===== src/rtl/ahb_slave_if_p.sv =====
// AHB slave front-end for the AHB-APB bridge: window decode, one-hot region select,
// a stallable multi-stage transfer pipeline and a two-cycle ERROR response.
module ahb_slave_if_p #(
  parameter int unsigned       ADDR_W     = 32,
  parameter int unsigned       DATA_W     = 32,
  parameter int unsigned       NUM_SLV    = 4,
  parameter logic [ADDR_W-1:0] BASE       = 32'h8000_0000,
  parameter logic [ADDR_W-1:0] SLV_SIZE   = 32'h0400_0000,
  parameter int unsigned       PIPE_DEPTH = 2
) (
  input  logic                         HCLK,
  input  logic                         HRESET,
  input  logic                         HWRITE,
  input  logic                         HREADYIN,
  input  logic [1:0]                   HTRANS,
  input  logic [ADDR_W-1:0]            HADDR,
  input  logic [DATA_W-1:0]            HWDATA,
  output logic                         VALID,
  output logic [NUM_SLV-1:0]           TEMP_SEL,
  output logic [ADDR_W*PIPE_DEPTH-1:0] PIPEA,
  output logic [DATA_W*PIPE_DEPTH-1:0] PIPED,
  output logic [PIPE_DEPTH-1:0]        HWRITEREG,
  output logic [PIPE_DEPTH-1:0]        VALIDREG,
  output logic [NUM_SLV*PIPE_DEPTH-1:0] SELREG,
  output logic                         HREADYOUT,
  output logic                         HRESP
);

  localparam int unsigned     SHIFT  = $clog2(SLV_SIZE);
  // Window bounds carry one extra bit so a window ending at 2^ADDR_W does not wrap.
  localparam logic [ADDR_W:0] WIN_LO = {1'b0, BASE};
  localparam logic [ADDR_W:0] WIN_HI = WIN_LO + (ADDR_W+1)'(NUM_SLV) * {1'b0, SLV_SIZE};

  typedef enum logic [1:0] {S_IDLE, S_ERR1, S_ERR2} state_e;

  state_e              state_q, state_d;
  logic                active, in_win, bad;
  logic [ADDR_W:0]     haddr_x;
  logic [ADDR_W-1:0]   off, idx;

  logic [ADDR_W-1:0]   addr_q  [PIPE_DEPTH];
  logic [DATA_W-1:0]   data_q  [PIPE_DEPTH];
  logic [NUM_SLV-1:0]  sel_q   [PIPE_DEPTH];
  logic [PIPE_DEPTH-1:0] wr_q, vld_q;

  always_comb begin
    active  = ((HTRANS == 2'b10) || (HTRANS == 2'b11)) && HREADYIN;
    haddr_x = {1'b0, HADDR};
    in_win  = (haddr_x >= WIN_LO) && (haddr_x < WIN_HI);
    bad     = active && !in_win;
    VALID   = active && in_win;
    off     = HADDR - BASE;
    idx     = off >> SHIFT;
    TEMP_SEL = '0;
    for (int unsigned i = 0; i < NUM_SLV; i++)
      TEMP_SEL[i] = VALID && (idx == ADDR_W'(i));
  end

  always_ff @(posedge HCLK) begin
    if (HRESET) begin
      for (int unsigned k = 0; k < PIPE_DEPTH; k++) begin
        addr_q[k] <= '0;
        data_q[k] <= '0;
        sel_q[k]  <= '0;
      end
      wr_q  <= '0;
      vld_q <= '0;
    end else if (HREADYIN) begin
      addr_q[0] <= HADDR;
      data_q[0] <= HWDATA;
      sel_q[0]  <= TEMP_SEL;
      wr_q[0]   <= HWRITE;
      vld_q[0]  <= VALID;
      for (int unsigned k = 1; k < PIPE_DEPTH; k++) begin
        addr_q[k] <= addr_q[k-1];
        data_q[k] <= data_q[k-1];
        sel_q[k]  <= sel_q[k-1];
        wr_q[k]   <= wr_q[k-1];
        vld_q[k]  <= vld_q[k-1];
      end
    end
  end

  always_comb begin
    PIPEA  = '0;
    PIPED  = '0;
    SELREG = '0;
    for (int unsigned k = 0; k < PIPE_DEPTH; k++) begin
      PIPEA[k*ADDR_W +: ADDR_W]   = addr_q[k];
      PIPED[k*DATA_W +: DATA_W]   = data_q[k];
      SELREG[k*NUM_SLV +: NUM_SLV] = sel_q[k];
    end
    HWRITEREG = wr_q;
    VALIDREG  = vld_q;
  end

  always_ff @(posedge HCLK) begin
    if (HRESET) state_q <= S_IDLE;
    else        state_q <= state_d;
  end

  always_comb begin
    state_d   = state_q;
    HREADYOUT = 1'b1;
    HRESP     = 1'b0;
    case (state_q)
      S_IDLE: if (bad) state_d = S_ERR1;
      S_ERR1: begin
        HREADYOUT = 1'b0;
        HRESP     = 1'b1;
        state_d   = S_ERR2;
      end
      S_ERR2: begin
        HRESP   = 1'b1;
        state_d = bad ? S_ERR1 : S_IDLE;
      end
      default: state_d = S_IDLE;
    endcase
  end

endmodule

===== config.mk =====
export PLATFORM = sky130hd
export DESIGN_NAME = ahb_slave_if_p
export DESIGN_NICKNAME = d
export VERILOG_FILES = /design/src/rtl/ahb_slave_if_p.sv
export SDC_FILE = /design/constraint.sdc
export NUM_CORES = 1
export LEC_CHECK = 0
export ABC_AREA = 1
export BUFFER_PORTS_ARGS = -buffer_cell sky130_fd_sc_hd__buf_2
export CORE_MARGIN = 2
export CORE_UTILIZATION = 35
export DETAILED_ROUTE_END_ITERATION = 8
export PLACE_DENSITY_LB_ADDON = 0.25
export SYNTH_ARGS = -nofsm -noshare
export SYNTH_HDL_FRONTEND = slang
export SYNTH_SLANG_ARGS = --single-unit

===== constraint.sdc =====
create_clock -name HCLK -period 2.5 [get_ports HCLK]
set_clock_uncertainty 0.2 [all_clocks]
set_input_delay 0.375 -clock HCLK [delete_from_list [all_inputs] [get_ports HCLK]]
set_output_delay 0.375 -clock HCLK [all_outputs]
set_load 0.02 [all_outputs]

==> results.sh, run 1 <==
export IMPL_htreeDepth=4
export IMPL_ys_ff_latch=142
export IMPL_dp_slack_ns=0.597
export IMPL_fin_nets=779
export IMPL_antennaDiodeCount=0
export IMPL_grt_overflow_total=0
export IMPL_area_delta_synth_final_pct=29.9
export IMPL_placed_cell_area_mm2=0.00780
export IMPL_numCtsBuffers=17
export IMPL_synth_avg_cell_area_um2=13.8
export IMPL_clockBufferDepth=2
export IMPL_via_per_inst=4.04
export IMPL_worstSetupStartpointType="flip-flop"
export IMPL_vdd_drop_max_mv=0.420
export IMPL_initial_utilization_pct=35.9
export IMPL_multi_input_area_mm2=0.00151
export IMPL_clkSinkCount=142
export IMPL_syn_inst=470
export IMPL_place_gp_congestion=0.745
export IMPL_num_rows=49
export IMPL_drt_wl_total_um=12500
export IMPL_use_met3_pct=5.40
export IMPL_relSlewSlack_pct=68.4
export IMPL_dieArea_mm2=0.0197
export IMPL_rsz0062_at_grt="false"
export IMPL_hold_viol=0
export IMPL_leakage_nw=3.88
export IMPL_cts_resized=0
export IMPL_endpoint_kind="primary output"
export IMPL_post_route_min_period_ns=1.95
export IMPL_critPathArrivalTime_ns=1.37
export IMPL_synth_main_ff_cell="edfxtp_1"
export IMPL_grt_max_degree=49
export IMPL_synth_fa_ha_area_share_pct=0.963
export IMPL_grt_busiest_layer="met2"
export IMPL_reg2reg_slack_ns=1.15
export IMPL_synth_top_family_by_area="simple AND/OR/NAND/NOR gates"
export IMPL_crit_type="reg -> out"
export IMPL_drive_gt1_share_pct=51.3
export IMPL_regArea_mm2=0.00420
export IMPL_slew_viol_final=0
export IMPL_die_x_um=140
export IMPL_core_area_mm2=0.0181
export IMPL_drt_iter0_drc=150
export IMPL_placed_cells=912
export IMPL_design_area_mm2=0.00844
export IMPL_finalWorstSetupSlack_ns=0.551
export IMPL_async_flop_share_pct=0
export IMPL_required_ns=1.92
export IMPL_yosys_warnings=0
export IMPL_cts_tree="yes"
export IMPL_layout_cells_non_filler=946
export IMPL_wl_per_cell_um=13.2
export IMPL_dr_pass1_iters=5
export IMPL_synth_xor_area_share_pct=0
export IMPL_grt_pass1_wl_um=19900
export IMPL_tightest_slew_ns=0.475
export IMPL_hpwl_um=9170
export IMPL_nFillCells=1665
export IMPL_grt_antenna_before_repair=1
export IMPL_finalSetupViolCount=0
export IMPL_drcViolationCount=0
export IMPL_cellPowerDensity_mw_per_mm2=749
export IMPL_clkTransAtPathRegs_ns=0.06
export IMPL_post_route_period_util_pct=78.0
export IMPL_drv_cap=0
export IMPL_synth_edf_count=136
export IMPL_outcome="complete, no violations"
export IMPL_fmax_ghz=0.513
export IMPL_yosysSeqAreaShare_pct=64.7
export IMPL_ant_nets=0
export IMPL_synthDominantCellAreaShare_pct=62.9
export IMPL_synth_compound_area_share_pct=0.520
export IMPL_syn_nets=545
export IMPL_syn_area_mm2=0.00650
export IMPL_path_max_fanout=5
export IMPL_grt_use_met1_pct=14.3
export IMPL_grt_use_met2_pct=22.5
export IMPL_synth_cell_types=19
export IMPL_portBuffers=215
export IMPL_synth_simple_area_share_pct=21.5
export IMPL_yosysMostFrequentCell="inv_1"
export IMPL_first_global_vias=4041
export IMPL_finalSetupTns_ns=0
export IMPL_boundaryPins=217
export IMPL_vias=3824
export IMPL_grt_util_all_layers_pct=13.0
export IMPL_hp_class="in -> reg"
export IMPL_yosysTopAreaCell="edfxtp_1"
export IMPL_yosys_top_cells_area="edfxtp_1 63%, nor2_4 18%, inv_1 8.1%"
export IMPL_cts_root_buf="clkbuf_16"
export IMPL_synthTopCellsByCount="141 x inv_1, 136 x edfxtp_1, 101 x nor2_4, 41 x nor2_1, 11 x buf_12"
export IMPL_synthMuxAreaShare_pct=0
export IMPL_clk_insertion_delay_late_ns=0.41
export IMPL_dieHeight_um=140
per-stage QoR:
stage / hold WS (ns) / power [mW] / utilization [%]
after floorplan: 0.244 / 3.46 / -
after global placement: 0.252 / 3.71 / 43.1
after detailed placement: 0.274 / 3.73 / 43.1
after CTS: 0.0437 / 6.42 / 46.7
after global routing: 0.0525 / 6.57 / 46.7
final: 0.0709 / 6.32 / 46.7
power breakdown:
part / switching, mW / internal, mW
clock network: 0.973 / 1.68
registers: 0.0637 / 2.78
logic: 0.557 / 0.262
final timing paths:
kind	start	to	cells after the start
max	state_q[0]$_SDFFE_PP0P_	HRESP	3
min	HADDR[12]	addr_q[0][12]$_SDFFCE_PN0P_	3
max reg2reg	state_q[0]$_SDFFE_PP0P_	state_q[0]$_SDFFE_PP0P_	6
min reg2reg	HWRITEREG[1]$_SDFFE_PP0P_	HWRITEREG[1]$_SDFFE_PP0P_	2
per-layer routing:
metal	vias to the layer above	part of all wire [%]	wire length, µm
met5	-	0.10	13
met4	2	1.5	191
met3	16	7.5	933
met2	122	52	6490
met1	1786	39	4850
li1	1898	-	-
state kept, by name (all words and copies together), names as in the netlist:
name and cells:
state_q 2, sel_q 8, HWRITEREG 2, addr_q 64, data_q 64, VALIDREG 2
area by class of cell:
type	instances	area share [%]
Tap cell	229	3.39
Sequential cell	142	49.8
Multi-Input combinational cell	170	17.9
Inverter	142	6.31
Timing Repair Buffer	231	15.3
Clock inverter	12	2.19
Clock buffer	20	5.17
cell families after synthesis:
kind of cell,count (synthesis)
AO/OA/AOI/OAI,6
buffers and inverters,158
flip-flops,142
AND/OR/NAND/NOR,159
adder cells (fa/ha/maj),5
layout by cell type, fill, tap and decap left out, drive strengths merged:
cell type,n
o22ai,3
or2,1
ha,5
o21ai,1
clkbuf,20
a21oi,2
clkinvlp,1
bufinv,4
nor2,142
clkinv,5
edfxtp,136
buf,229
nand2,8
dfxtp,6
nor3,4
inv,144
dlygate4sd3,2
nand3,4
worst max-delay path, cell delays in order, from the launching register on:
cell and delay, ns:
dfxtp_1 0.41, inv_1 0.09, ha_1 0.30, buf_2 0.17
repair_timing:
item                      in CTS  in global routing
setup buffers                  0                  0
hold endpoints to repair       2                  0
hold buffers                   2                  0
No activity file was read; power rests on OpenSTA's default activity.
==> inputs of run 2 (changes only) <==
- ABC_AREA: 1 -> 0
- clock period: 2.5 -> 1.7 ns (I/O delays scaled with it)
==> run 2 against run 1 <==
Compared with the run above:
- die area decreased by 15%
- critical path depth increased by 3
- sequential share of layout area increased by 1.8 points
==> results.sh, run 2 <==
export IMPL_finalSetupViolCount=0
export IMPL_final_core_util_pct=53.4
export IMPL_fmax_ghz=0.602
export IMPL_synth_avg_cell_area_um2=16.4
export IMPL_reg_largest_list="addr_q x64, data_q x64, sel_q x8"
export IMPL_via_per_inst=4.25
export IMPL_async_flop_share_pct=0
export IMPL_holdWs_ns=0.0373
export IMPL_yosysSeqAreaShare_pct=76.7
export IMPL_clockBufferDepth=2
export IMPL_grt_pass1_wl_um=18500
export IMPL_syn_inst=333
export IMPL_slew_viol_final=0
export IMPL_first_global_vias=3648
export IMPL_vias=3622
export IMPL_synth_edf_count=136
export IMPL_tightest_slew_ns=0.295
export IMPL_final_common_cell="buf_2"
export IMPL_drcViolationCount=0
export IMPL_finalWorstSetupSlack_ns=0.0378
export IMPL_die_x_um=129
export IMPL_relSlewSlack_pct=80.2
export IMPL_hp_class="in -> reg"
export IMPL_numCtsBuffers=17
export IMPL_wl_per_cell_um=14.5
export IMPL_clkTransAtPathRegs_ns=0.06
export IMPL_syn_area_mm2=0.00548
export IMPL_reg2reg_slack_ns=0.34
export IMPL_finalSetupTns_ns=0
export IMPL_num_rows=45
export IMPL_design_area_mm2=0.00816
export IMPL_hold_end="sel_q[0][0]$_SDFFCE_PN0P_"
export IMPL_placed_cell_area_mm2=0.00686
export IMPL_power_mw=8.82
export IMPL_dieArea_mm2=0.0167
export IMPL_ys_ff_latch=142
export IMPL_boundaryPins=217
export IMPL_grt_util_all_layers_pct=15.0
export IMPL_synthTopCellsByCount="136 x edfxtp_1, 131 x and2_1, 9 x buf_6, 6 x dfxtp_1"
export IMPL_yosys_warnings=0
export IMPL_clkSinkCount=142
export IMPL_synthDominantCellAreaShare_pct=74.6
export IMPL_multi_input_area_mm2=0.00114
export IMPL_portBuffers=215
export IMPL_core_area_mm2=0.0153
export IMPL_drv_cap=0
export IMPL_clk_insertion_delay_late_ns=0.41
export IMPL_r2r_start="HWRITEREG[0]$_SDFFE_PP0P_"
export IMPL_nFillCells=1301
export IMPL_vdd_drop_max_mv=0.682
export IMPL_initial_utilization_pct=35.9
export IMPL_ant_nets=0
export IMPL_crit_type="in -> out"
export IMPL_htreeDepth=4
export IMPL_grt_antenna_before_repair=0
export IMPL_drive_gt1_share_pct=41.3
export IMPL_place_gp_congestion=0.785
export IMPL_dr_pass1_iters=4
export IMPL_post_route_period_util_pct=97.8
export IMPL_layout_cells_non_filler=852
export IMPL_rsz0062_at_grt="true"
export IMPL_cts_root_buf="clkbuf_16"
export IMPL_worstSetupStartpointType="primary input"
export IMPL_grt_overflow_total=0
export IMPL_reg2reg_depth=3
export IMPL_min_delay_start="HADDR[26]"
export IMPL_final_cell_mix="209 x buf_2, 136 x edfxtp_1, 131 x and2_1, 67 x dlygate4sd3_1, 17 x clkbuf_16"
export IMPL_grt_max_degree=74
export IMPL_dieHeight_um=129
export IMPL_outcome="complete, no violations"
export IMPL_worstReg2RegEnd="HWRITEREG[0]$_SDFFE_PP0P_"
export IMPL_cellPowerDensity_mw_per_mm2=1080
export IMPL_leakage_nw=3.67
export IMPL_dp_slack_ns=0.0201
export IMPL_syn_nets=408
export IMPL_placed_cells=753
export IMPL_drt_iter0_drc=217
export IMPL_cts_tree="yes"
export IMPL_antennaDiodeCount=0
export IMPL_area_delta_synth_final_pct=48.9
export IMPL_yosys_top_cells_area="edfxtp_1 75%, and2_1 15%, dfxtp_1 2.2%"
export IMPL_yosysMostFrequentCell="edfxtp_1"
export IMPL_holdPathStages=2
export IMPL_path_max_fanout=4
export IMPL_synth_cell_types=29
export IMPL_fin_nets=705
export IMPL_hpwl_um=8260
export IMPL_hold_viol=0
export IMPL_critPathArrivalTime_ns=1.21
export IMPL_drt_wl_total_um=12400
export IMPL_regArea_mm2=0.00421
export IMPL_endpoint_kind="primary output"
export IMPL_yosysTopAreaCell="edfxtp_1"
export IMPL_required_ns=1.24
export IMPL_synth_main_ff_cell="edfxtp_1"
export IMPL_post_route_min_period_ns=1.66
run 2: cell count changes in the layout (fill, tap and decap cells not counted), sizes merged, moves of 3 or more:
cell	before	now
and2	0	132
clkinv	5	8
dlygate4sd3	2	67
inv	144	6
mux2i	0	4
nand2	8	3
nand2b	0	4
nand3	4	1
nor2	142	5
o22ai	3	0
run 2: worst max-delay path, cell delays in order:
cell and delay, ns:
buf_8 0.10, nor4b_4 0.34, nand2_2 0.14, inv_2 0.08, and3_4 0.18, buf_6 0.11
run 2: power by group:
group	leakage [nW]	switching (mW)	internal [mW]
clock	0.276	1.31	2.25
sequential	1.54	0.0867	4.10
combinational	1.86	0.631	0.441
total	3.67	2.02	6.80
run 2: worst max path at each step:
stage / to / startpoint / slack, ns / cells after the start
2_1_floorplan: addr_q[0][0]$_SDFFCE_PN0P_ / HRESET / -0.30 / 2
3_3_place_gp: TEMP_SEL[3] / HADDR[29] / 0.02 / 6
3_5_place_dp: TEMP_SEL[2] / HADDR[29] / 0.02 / 5
4_1_cts: TEMP_SEL[3] / HADDR[29] / 0.02 / 6
5_1_grt: TEMP_SEL[3] / HADDR[30] / -0.01 / 6
6_report: TEMP_SEL[3] / HADDR[30] / 0.04 / 6
run 2: repair_timing:
action                     CTS  global route
setup endpoints to repair    2             5
hold endpoints to repair    68             0
pin swaps                    1             3
hold buffers                67             0
setup buffers                2             0
gates resized for setup      8            10
run 2: cells by family (layout without fill, tap and decap cells):
kind of cell | after synthesis | count (layout) | synth area share (%)
and+or+nand+nor | 155 | 155 | 18.0
DFF | 142 | 142 | 76.7
buffers and inverters | 22 | 330 | 2.83
adders and majority gates | 5 | 5 | 1.14
AOI/OAI and AO/OA | 5 | 5 | 0.571
muxes | 4 | 4 | 0.731
run 2: area by class of cell:
cell class              count  area share (%)
clock buffers              19            5.31
well taps                 211            3.24
flip-flops and latches    142            51.6
inverters                   6           0.276
clock inverters            11            1.53
multi-input cells         169            14.0
repair buffers            294            24.0
run 2: routing by layer:
metal  GRT usage [%]  share of wire, %  up-vias
met5               0                 0        -
met4            10.1               4.1        0
met3            4.46               5.3       32
met2            24.4                51      127
met1            17.0                40     1709
li1                -                 -     1754
==> inputs of run 3 (changes only) <==
- CORE_ASPECT_RATIO: not set -> 1.25
==> run 3 against run 2 <==
Compared with the run above:
- non-clock buffer count is 1 higher
- clock power fell by 5%
- via count down 0.66%
- sequential share of layout area up 0.12 points
- critical path depth is the same
- utilization decreased by 0.76 points
- first-iteration DRC count down 37%
- sequential power is essentially flat
- fmax rose by 0.44%
==> results.sh, run 3 (same netlist as run 2, synthesis figures left out) <==
export IMPL_outcome="complete, no violations"
export IMPL_worstSetupStartpointType="primary input"
export IMPL_grt_util_all_layers_pct=13.9
export IMPL_final_common_cell="buf_2"
export IMPL_leakage_nw=3.65
export IMPL_reg2reg_slack_ns=0.34
export IMPL_finalWorstSetupSlack_ns=0.0451
export IMPL_wl_per_cell_um=13.8
export IMPL_path_max_fanout=4
export IMPL_grt_antenna_before_repair=0
export IMPL_post_route_period_util_pct=97.3
export IMPL_fin_nets=706
export IMPL_hpwl_um=8010
export IMPL_dp_slack_ns=0.0425
export IMPL_via_per_inst=4.20
export IMPL_power_frac_seq_pct=48.6
export IMPL_drive_gt1_share_pct=42.4
export IMPL_grt_max_degree=58
export IMPL_crit_type="in -> out"
export IMPL_drt_wl_total_um=11800
export IMPL_grt_overflow_total=0
export IMPL_place_gp_congestion=0.705
export IMPL_dieHeight_um=144
export IMPL_numCtsBuffers=17
export IMPL_initial_utilization_pct=35.5
export IMPL_grt_pass1_wl_um=17200
export IMPL_boundaryPins=217
export IMPL_clkTransAtPathRegs_ns=0.05
export IMPL_cts_tree="yes"
export IMPL_vias=3598
export IMPL_endpoint_kind="primary output"
export IMPL_die_x_um=116
export IMPL_relSlewSlack_pct=80.7
export IMPL_first_global_vias=3432
export IMPL_tightest_slew_ns=0.288
export IMPL_ant_nets=0
export IMPL_clockBufferDepth=2
export IMPL_required_ns=1.24
export IMPL_vdd_drop_max_mv=0.440
export IMPL_finalSetupViolCount=0
export IMPL_combinationalPowerShare_pct=12.3
export IMPL_hold_viol=0
export IMPL_design_area_mm2=0.00814
export IMPL_drcViolationCount=0
export IMPL_core_area_mm2=0.0154
export IMPL_num_rows=51
export IMPL_cts_root_buf="clkbuf_16"
export IMPL_power_switching_mw=2.06
export IMPL_fmax_ghz=0.604
export IMPL_post_route_min_period_ns=1.65
export IMPL_switching_share_pct=24.0
export IMPL_endpoint="TEMP_SEL[3]"
export IMPL_placed_cell_area_mm2=0.00684
export IMPL_clk_insertion_delay_late_ns=0.41
export IMPL_area_delta_synth_final_pct=48.5
export IMPL_drv_cap=0
export IMPL_final_core_util_pct=52.7
export IMPL_final_cell_mix="209 x buf_2, 136 x edfxtp_1, 131 x and2_1, 67 x dlygate4sd3_1, 17 x clkbuf_16"
export IMPL_slew_viol_final=0
export IMPL_htreeDepth=4
export IMPL_dieArea_mm2=0.0167
export IMPL_startpoint="HADDR[30]"
export IMPL_critPathArrivalTime_ns=1.20
export IMPL_reg2reg_depth=3
export IMPL_p_int_mw=6.55
export IMPL_power_share_clock_pct=39.1
export IMPL_hp_class="in -> reg"
export IMPL_reg_largest_list="addr_q x64, data_q x64, sel_q x8"
export IMPL_clkSinkCount=142
export IMPL_dr_pass1_iters=5
export IMPL_drt_iter0_drc=137
export IMPL_portBuffers=215
export IMPL_worstReg2RegEnd="HWRITEREG[0]$_SDFFE_PP0P_"
export IMPL_r2r_start="HWRITEREG[0]$_SDFFE_PP0P_"
export IMPL_cellPowerDensity_mw_per_mm2=1060
export IMPL_power_mw=8.61
export IMPL_antennaDiodeCount=0
[run 3: worst min-delay path by stage]
stage,cells past startpoint,endpoint,slack [ns],start
final,3,VALIDREG[1]$_SDFFE_PP0P_,0.03,HREADYIN
after global routing,2,sel_q[0][0]$_SDFFCE_PN0P_,0.04,HADDR[26]
after CTS,2,addr_q[0][30]$_SDFFCE_PN0P_,0.001,HADDR[30]
after detailed placement,2,VALIDREG[0]$_SDFFE_PP0P_,0.28,VALIDREG[0]$_SDFFE_PP0P_
after global placement,2,HWRITEREG[1]$_SDFFE_PP0P_,0.28,HWRITEREG[1]$_SDFFE_PP0P_
after floorplan,2,HWRITEREG[0]$_SDFFE_PP0P_,0.20,HWRITE
[run 3: routing by layer]
metal / track usage [%] / share of wire, %
met1: 15.3 / 39
met2: 23.4 / 52
met3: 4.60 / 6.5
met4: 8.15 / 2.7
met5: 0 / 0
[run 3: layout make-up]
| cell class | instances | area [µm²] |
|---|---|---|
| inverters | 6 | 22.5 |
| multi-input cells | 169 | 1150 |
| flip-flops and latches | 142 | 4210 |
| repair buffers | 295 | 1940 |
| well taps | 212 | 265 |
| clock buffers | 23 | 488 |
| clock inverters | 9 | 62.6 |
| fillers | 1360 | 7310 |
[run 3: per-stage QoR]
step	hold WS [ns]	TNS, ns	instances
detailed placement	0.279	0	755
floorplan	0.202	-40.18	333
global placement	0.275	0	755
CTS	0.00147	0	855
finish	0.0293	0	856
global route	0.0422	-0.0138	856
[run 3: repair_timing]
action	in CTS	in global routing
hold endpoints to repair	67	1
setup endpoints to repair	2	26
setup buffers	2	0
resized for setup	8	11
hold buffers	66	1
pin swaps	1	3
[run 3: critical path: stages]
cell and delay (ns):
buf_6 0.10, nor4b_4 0.34, nand2_2 0.14, inv_2 0.08
and3_4 0.18, buf_6 0.11
[run 3: power groups by stage]
stage	Combinational (mW)	Clock, mW	Sequential (mW)
2_1_floorplan	0.217	0	4.59
3_3_place_gp	0.925	0	4.25
3_5_place_dp	0.932	0	4.26
4_1_cts	1.07	3.47	4.19
5_1_grt	1.13	3.61	4.21
6_report	1.06	3.37	4.19
